**src/rtl/button_sched_pkg.sv**
```systemverilog
// Shared constants and helpers for the button event scheduler.
// Imported by the tick generator and the top level.
package button_sched_pkg;

  // Channel index width; never narrower than one bit.
  function automatic int id_w(input int n);
    return (n <= 2) ? 1 : $clog2(n);
  endfunction

  localparam int   EVT_PRESS_W   = 1;
  localparam logic EVT_VALID_RST = 1'b0;
  localparam logic EVT_PRESS_RST = 1'b0;
  localparam logic LOST_RST      = 1'b0;
  localparam logic PEND_RST      = 1'b0;

endpackage

```
**src/rtl/button_event_scheduler_sample_tick_gen.sv**
```systemverilog
// Shared sample prescaler: one-cycle tick every PRESCALE enabled cycles.
// The count freezes while en_i is low and resumes at the held phase.
module sample_tick_gen #(
  parameter int PRESCALE = 100000
) (
  input  logic clk_i,
  input  logic rst_n_i,
  input  logic en_i,
  output logic tick_o
);

  localparam int CW = (PRESCALE <= 2) ? 1 : $clog2(PRESCALE);
  localparam logic [CW-1:0] LAST = CW'(PRESCALE - 1);

  logic [CW-1:0] cnt_q;
  logic [CW-1:0] cnt_d;

  // Tick on the last count; wrap on the same edge, hold when disabled.
  always_comb begin
    tick_o = en_i && (cnt_q == LAST);
    cnt_d  = cnt_q;
    if (tick_o) begin
      cnt_d = '0;
    end else if (en_i) begin
      cnt_d = cnt_q + CW'(1);
    end
  end

  // Count register.
  always_ff @(posedge clk_i) begin
    if (!rst_n_i) begin
      cnt_q <= '0;
    end else begin
      cnt_q <= cnt_d;
    end
  end

endmodule

```
**src/rtl/button_event_scheduler.sv**
```systemverilog
// Debounces N button inputs and streams press/release events
// through a single-slot-per-channel queue and round-robin arbiter.
module button_event_scheduler
  import button_sched_pkg::*;
#(
  parameter int   N_BUTTONS   = 8,
  parameter int   PRESCALE    = 100000,
  parameter int   FILTER_LEN  = 3,
  parameter logic RESET_VALUE = 1'b0
) (
  input  logic                       clk_i,
  input  logic                       rst_n_i,
  input  logic [N_BUTTONS-1:0]       btn_i,
  input  logic                       en_i,
  output logic [N_BUTTONS-1:0]       state_o,
  output logic                       evt_valid_o,
  input  logic                       evt_ready_i,
  output logic [id_w(N_BUTTONS)-1:0] evt_id_o,
  output logic                       evt_press_o,
  output logic                       lost_o,
  input  logic                       clr_lost_i
);

  localparam int IW = id_w(N_BUTTONS);

  logic                 tick;
  logic [N_BUTTONS-1:0] state_v;
  logic [N_BUTTONS-1:0] pend_v;
  logic [N_BUTTONS-1:0] ptype_v;
  logic [N_BUTTONS-1:0] cancel_v;
  logic [N_BUTTONS-1:0] taken_v;

  logic          valid_q, valid_d;
  logic [IW-1:0] id_q, id_d;
  logic          press_q, press_d;
  logic [IW-1:0] rr_q, rr_d;
  logic          lost_q, lost_d;
  logic          sel_found;
  logic [IW-1:0] sel;
  logic          load;

  sample_tick_gen #(
    .PRESCALE (PRESCALE)
  ) u_tick (
    .clk_i   (clk_i),
    .rst_n_i (rst_n_i),
    .en_i    (en_i),
    .tick_o  (tick)
  );

  for (genvar i = 0; i < N_BUTTONS; i++) begin : g_ch
    (* ASYNC_REG = "TRUE" *)
    logic [FILTER_LEN-1:0] chain_q;
    logic [FILTER_LEN-1:0] chain_d;
    logic state_q, state_d;
    logic pend_q, pend_d;
    logic ptype_q, ptype_d;
    logic chg;
    logic cancel;

    // Filter the sample chain and track the pending slot.
    always_comb begin
      chain_d = chain_q;
      state_d = state_q;
      pend_d  = pend_q;
      ptype_d = ptype_q;
      chg     = 1'b0;
      cancel  = 1'b0;
      if (tick) begin
        chain_d = {chain_q[FILTER_LEN-2:0], btn_i[i]};
        chg = ((&chain_d) && !state_q)
           || (~(|chain_d) && state_q);
      end
      if (taken_v[i]) begin
        pend_d = 1'b0;
      end
      if (chg) begin
        state_d = ~state_q;
        // An unreported opposite transition cancels out.
        if (pend_q && !taken_v[i]) begin
          pend_d = 1'b0;
          cancel = 1'b1;
        end else begin
          pend_d  = 1'b1;
          ptype_d = ~state_q;
        end
      end
    end

    // Per-channel registers.
    always_ff @(posedge clk_i) begin
      if (!rst_n_i) begin
        chain_q <= {FILTER_LEN{RESET_VALUE}};
        state_q <= RESET_VALUE;
        pend_q  <= PEND_RST;
        ptype_q <= 1'b0;
      end else begin
        chain_q <= chain_d;
        state_q <= state_d;
        pend_q  <= pend_d;
        ptype_q <= ptype_d;
      end
    end

    assign state_v[i]  = state_q;
    assign pend_v[i]   = pend_q;
    assign ptype_v[i]  = ptype_q;
    assign cancel_v[i] = cancel;
  end

  // Round-robin pick and output register load.
  always_comb begin
    int t;
    logic [IW-1:0] idx;
    sel_found = 1'b0;
    sel       = '0;
    taken_v   = '0;
    valid_d   = valid_q;
    id_d      = id_q;
    press_d   = press_q;
    rr_d      = rr_q;
    load      = !valid_q || evt_ready_i;
    for (int k = 0; k < N_BUTTONS; k++) begin
      t = int'(rr_q) + k;
      if (t >= N_BUTTONS) begin
        t = t - N_BUTTONS;
      end
      idx = IW'(t);
      if (!sel_found && pend_v[idx]) begin
        sel_found = 1'b1;
        sel       = idx;
      end
    end
    if (load) begin
      valid_d = sel_found;
      if (sel_found) begin
        taken_v[sel] = 1'b1;
        id_d         = sel;
        press_d      = ptype_v[sel];
        rr_d = (sel == IW'(N_BUTTONS - 1)) ? '0 : sel + IW'(1);
      end
    end
  end

  // Sticky loss flag; a new loss beats a clear.
  always_comb begin
    lost_d = lost_q;
    if (clr_lost_i) begin
      lost_d = 1'b0;
    end
    if (|cancel_v) begin
      lost_d = 1'b1;
    end
  end

  // Output and arbiter registers.
  always_ff @(posedge clk_i) begin
    if (!rst_n_i) begin
      valid_q <= EVT_VALID_RST;
      id_q    <= '0;
      press_q <= EVT_PRESS_RST;
      rr_q    <= '0;
      lost_q  <= LOST_RST;
    end else begin
      valid_q <= valid_d;
      id_q    <= id_d;
      press_q <= press_d;
      rr_q    <= rr_d;
      lost_q  <= lost_d;
    end
  end

  assign state_o     = state_v;
  assign evt_valid_o = valid_q;
  assign evt_id_o    = id_q;
  assign evt_press_o = press_q;
  assign lost_o      = lost_q;

endmodule

```
**config.mk**
```make
export PLATFORM = sky130hd
export DESIGN_NAME = button_event_scheduler
export DESIGN_NICKNAME = d
export VERILOG_FILES = /design/src/rtl/button_sched_pkg.sv /design/src/rtl/button_event_scheduler_sample_tick_gen.sv /design/src/rtl/button_event_scheduler.sv
export SDC_FILE = /design/constraint.sdc
export NUM_CORES = 1
export LEC_CHECK = 0
export CAP_MARGIN = 20
export CORE_MARGIN = 3
export CORE_UTILIZATION = 35
export CTS_CLUSTER_SIZE = 14
export DETAILED_ROUTE_END_ITERATION = 12
export GPL_TIMING_DRIVEN = 0
export PLACE_DENSITY = 0.57
export SYNTH_ARGS = -nofsm -noshare
export SYNTH_HDL_FRONTEND = slang
export SYNTH_SLANG_ARGS = --single-unit
```
**constraint.sdc**
```tcl
create_clock -name clk_i -period 9.01 [get_ports clk_i]
set_clock_uncertainty 0.05 [all_clocks]
set_input_delay 1.3515 -clock clk_i [delete_from_list [all_inputs] [get_ports clk_i]]
set_output_delay 1.3515 -clock clk_i [all_outputs]
set_load 0.1 [all_outputs]
```
==> Word-level counts from Yosys, hierarchy flattened <==
Index checks and enable logic that the tools add are counted.
{ "word_totals": {"elab_cells": 299, "regBits": 66, "inputBits": 13, "output_inout_bits": 14} }
{ "op_classes": {"mux": 97, "n_eq_ne": 2, "magnitude_cmp": 18, "reduce_logical": 102, "add_sub_neg": 17, "bitwise": 25} }
{ "ops": {"columns": ["operator", "count"], "rows": [
  ["1-bit two-way mux", 68],
  ["3-bit two-way mux", 17],
  ["3-bit by 4-bit less-than comparator with 1-bit output, second input constant", 9],
  ["1-bit logical AND", 33],
  ["4-bit >= comparator, second input constant", 7],
  ["1-bit binary-select mux with 3-bit select", 9],
  ["1-bit NOT", 25],
  ["1-bit logical NOT", 24],
  ["3-bit AND reduction", 8],
  ["3-bit OR reduction", 8],
  ["3-bit by 1-bit subtractor with 3-bit output, second input constant", 8],
  ["2-bit AND reduction", 9],
  ["2-bit nonzero test", 9],
  ["17-bit by 1-bit adder with 17-bit output, second input constant", 1],
  ["17-bit == test, second input constant", 1],
  ["3-bit by 3-bit adder with 4-bit output, second input constant", 4],
  ["8-bit two-way mux", 2],
  ["1-bit logical OR", 9],
  ["3-bit by 2-bit adder with 4-bit output, second input constant", 2],
  ["8-bit OR reduction", 1],
  ["3-bit by 1-bit adder with 4-bit output, second input constant", 1],
  ["3-bit by 4-bit >= comparator with 1-bit output, second input constant", 1],
  ["3-bit by 1-bit adder with 3-bit output, second input constant", 1],
  ["1-bit demux with 3-bit select", 1],
  ["other kinds (3)", 3]
]} }

==> Logic depth before layout (Yosys ltp) <==
{ "depth": {"depth_word": 38, "depth_mapped": 14, "mapped_depth_nobuf": 11} }

==> Cells and area by module <==
From an unflattened synthesis, not the netlist that was laid out.
{ "unflattened": {"cells_unflattened": 518, "hier_area_um2": 4541.9} }
{ "by_module_without_submodules": {"columns": ["mod", "instances", "cells_per_inst", "area_each_um2"], "rows": [
  ["button_event_scheduler", 1, 425, 3709.8],
  ["sample_tick_gen", 1, 93, 832.0]
]} }

==> Worst setup path before layout <==
No wires, ideal clock.
{ "synth_path": {"path_kind": "register to register", "start": "reg rr_q[1]", "end": "reg lost_q (netlist: lost_o)", "required_time_ns": 8.840, "path_stages_with_launch": 14, "slack_ns": 5.371, "setup_time_ns": 0.120, "arrival_time_ns": 3.469, "path_cell_list": "dfxtp_1 buf_4 inv_1 ha_1 buf_6 mux4_2 mux2i_1 nand3_1 a22o_1 a32o_2 and2_4 o311a_1 a221o_1 o31a_1"} }
{ "synth_between": {"elab_chain_cells": 38, "elab_cells_between_ends": 119} }
{ "synth_lines": {"columns": ["item", "line_no", "rtl"], "rows": [
  ["start, declared", "button_event_scheduler.sv:36", "logic [IW-1:0] rr_q, rr_d;"],
  ["start signal, assigned", "button_event_scheduler.sv:168", "rr_q <= rr_d;"],
  ["parallel branches: the longest is 30 deep, another holds 3-bit by 1-bit adder with 4-bit output", null, null],
  ["8-bit two-way mux (*)", "button_event_scheduler.sv:136", "if (sel_found) begin"],
  ["8-bit two-way mux (*)", "button_event_scheduler.sv:134", "if (load) begin"],
  ["1-bit logical NOT", "button_event_scheduler.sv:80", "if (pend_q && !taken_v[i]) begin"],
  ["1-bit logical AND", "button_event_scheduler.sv:80", null],
  ["1-bit two-way mux", "button_event_scheduler.sv:80", null],
  ["1-bit two-way mux", "button_event_scheduler.sv:77", "if (chg) begin"],
  ["8-bit OR reduction (*)", "button_event_scheduler.sv:151", "if (|cancel_v) begin"],
  ["1-bit two-way mux / 2-bit nonzero test (equally long branches)", null, null],
  ["end signal, assigned", "button_event_scheduler.sv:169", "lost_q <= lost_d;"],
  ["end, declared", "button_event_scheduler.sv:37", "logic lost_q, lost_d;"]
]} }
Mark *: on every way between the ends. The select of a mux whose other input is x is not followed.
A chain may end at the register's enable or synchronous reset.

==> Worst setup path in the final report <==
Same ends and word-level chain as after synthesis.

==> out/results.ini <==
[cts]
cts_tree = yes
post_cts_buffers = 0
cts-root-buf = clkbuf_16
clkLatencyLatePin_ns = 0.33
cts_hold_buf = 0
h-tree-depth = 3
cts.sinks = 66
cts_buffers = 9
path_clk_slew_ns = 0.06
cts_resized = 0
cts_max_path_buffers = 2

[timing]
fin_crit_sh = 0.479
relSlewSlack = 0.343
fin_crit_ns = 4.32
setup_viol = 0
hold_violations = 0
rsz0062_at_grt = no
fin_setup_tns_ns = 0
max_freq_mhz = 232
tightest_slew_ns = 0.983
slew_viol_final = 0

[worst_setup_path]
cp.required_ns = 9.16
cp-end-kind = register
critical_path_class = register to register
path_max_fanout = 10
crit_path_start_kind = register
crit_arrival_ns = 4.47

[place]
io_buffers = 26
hpwl_mm = 8.21
gp_congestion = 0.898

[routing]
via_per_inst = 5.63
firstDrtPassIters = 5
wirelength_mm = 11.2
drtIter0Drc = 345
ant_nets = 0
wire_per_inst_um = 16.6
via_count = 3799
drc = 0

[synthesis]
synth.avg_cell_area_sq_um = 8.71
synth-edff-count = 0
synth.ff_latch_count = 66
synthFlopType = dfxtp_1
synth_nets = 506
ys_seq_area_frac = 0.310
async_flop_share = 0
yosysWarnings = 0
synth.distinct_cells = 74
synth_area_sq_um = 4270
syn_inst = 490

[global_route]
gr-total-overflow = 0
grt_use_total = 0.174
antenna_found_initial = 0
grt_pass1_vias = 3775
met2_usage = 0.279
grt_pass1_wl_mm = 18.8
gr-max-usage-layer = met2
met3_usage = 0.0264
grt_max_degree = 11
grt.met1_usage = 0.231

[final_layout]
antenna_cells = 0
fin_nets = 543
synthToLayoutAreaGrowth_pct = 17.4
finish.utilization = 0.429
fillerInstances = 1171
drive_gt1_frac = 0.147

[die]
die_w_um = 116
die_y_um = 116
io_pins = 27
start_util = 0.366
dieArea_sq_um = 13600
coreArea_sq_um = 11700
num_rows = 39

[outcome]
status = completed

[power_and_ir_drop]
pwr-share-seq = 0.341
internal_power_mw = 0.616
p_leak_nw = 1.71
power.density_nw_per_um2 = 179
switching_share = 0.314
ir_drop_uv = 95.0
p_switching_mw = 0.282
p_clk_frac = 0.384
pwr-share-comb = 0.275

[job]
drv_cap = 0

[hold_path]
hold_path_class = register to register

flip-flops by register name (all words and copies together) (netlist names), 3 cells and up:
| signal | flops |
|---|---|
| evt_id_o | 3 |
| g_ch.chain_q | 16 |
| g_ch.pend_q | 8 |
| g_ch.ptype_q | 8 |
| g_ch.state_q | 8 |
| rr_q | 3 |
| u_tick.cnt_q | 17 |
path summary, 6_finish.rpt:
path / startpoint / end / slack, ns / depth (start not counted)
worst min register to register: evt_id_o[0] / evt_id_o[0] / 0.41 / 2
worst max-delay path: rr_q[1] / lost_o / 4.69 / 13
worst min-delay path: evt_id_o[0] / evt_id_o[0] / 0.41 / 2
worst max register to register: rr_q[1] / lost_o / 4.69 / 13
power groups by stage:
stage	combinational, mW	sequential, mW	clock, mW
CTS	0.248	0.307	0.352
global route	0.266	0.307	0.367
floorplan	0.153	0.350	0
detailed placement	0.247	0.313	0
finish	0.247	0.306	0.344
global placement	0.243	0.312	0
cells in the final DEF (no fill, tap or decap), types with 4 or more instances in the layout:
| cell type | count |
|---|---|
| nand4b_1 | 6 |
| xnor2_1 | 20 |
| mux2_2 | 8 |
| mux2i_1 | 13 |
| dfxtp_1 | 66 |
| buf_4 | 10 |
| and3_1 | 14 |
| a22o_1 | 4 |
| clkbuf_1 | 18 |
| nor3_1 | 4 |
| nand2_1 | 64 |
| and2_1 | 5 |
| o21ai_0 | 9 |
| clkbuf_8 | 5 |
| inv_1 | 10 |
| clkdlybuf4s50_1 | 26 |
| a21oi_1 | 41 |
| nor2_1 | 44 |
| clkbuf_16 | 9 |
| nor2b_1 | 8 |
| a31oi_1 | 5 |
| nand3_1 | 11 |
| nand4_1 | 7 |
| xor2_1 | 16 |
| or4b_2 | 6 |
| o31ai_1 | 4 |
| buf_6 | 8 |
| mux4_2 | 13 |
| o22ai_1 | 4 |
cell usage after synthesis, drive strengths merged (3+ instances only):
cell type / count / area, sq um
mux4: 13 / 293
mux2: 8 / 90.1
or4b: 6 / 60.1
nand3: 12 / 65.1
xor2: 16 / 140
nor2: 44 / 165
a22o: 4 / 35.0
a211oi: 3 / 22.5
nand4: 7 / 43.8
buf: 21 / 179
o31a: 3 / 26.3
o31ai: 6 / 63.8
clkbuf: 18 / 68.8
ha: 3 / 37.5
mux2i: 14 / 153
nand4b: 6 / 52.6
nor2b: 8 / 50.1
a311oi: 3 / 26.3
a31oi: 5 / 31.3
and3: 14 / 87.6
and2: 7 / 48.8
inv: 11 / 41.3
and4: 3 / 26.3
nor4b: 3 / 26.3
o22ai: 4 / 25.0
nand2: 65 / 246
a21oi: 41 / 205
dfxtp: 66 / 1320
xnor2: 20 / 175
a21boi: 3 / 26.3
o21ai: 9 / 45.0
nor3: 4 / 20.0
through the flow:
stage / area, sq um / setup WS, ns / total power, mW / cells / hold WS [ns]
floorplan: 4270 / 5.37 / 0.503 / 490 / 0.390
global placement: 4710 / 4.87 / 0.556 / 659 / 0.396
detailed placement: 4710 / 4.78 / 0.560 / 659 / 0.404
CTS: 5010 / 4.75 / 0.906 / 675 / 0.411
global route: 5010 / 4.56 / 0.940 / 675 / 0.425
finish: 5010 / 4.69 / 0.898 / 675 / 0.405
worst max-delay path, cell delays in order, from the launching register on:
cell,delay (ns)
dfxtp_1,0.32
buf_4,0.20
inv_1,0.15
ha_1,0.38
buf_6,0.18
mux2i_1,0.13
mux4_2,0.52
a22o_1,0.33
and2_4,0.19
nand4_1,0.36
nand2_1,0.28
o31a_1,0.43
a221o_1,0.37
o31a_1,0.30
per-layer routing:
layer  share of wire  up-vias
met3           0.045       23
met2            0.47      108
met4           0.026        0
met5               0        -
li1                -     1854
met1            0.46     1814
cells by family after synthesis:
group / share of synthesized area
buffers and inverters: 0.0686
DFF: 0.310
muxes: 0.126
and+or+nand+nor: 0.225
adders and majority gates: 0.00880
AOI/OAI and AO/OA: 0.189
xor gates and xnor gates: 0.0739
area by class of cell:
type,count,area (sq um),area share
multi-input cells,373,2650,0.530
inverters,12,45.0,0.00899
well taps,143,179,0.0357
clock inverters,1,5.00,0.000999
repair buffers,26,260,0.0520
flip-flops and latches,66,1320,0.264
plain buffers,39,248,0.0495
clock buffers,15,298,0.0595
Power figures use the tool's default switching activity.
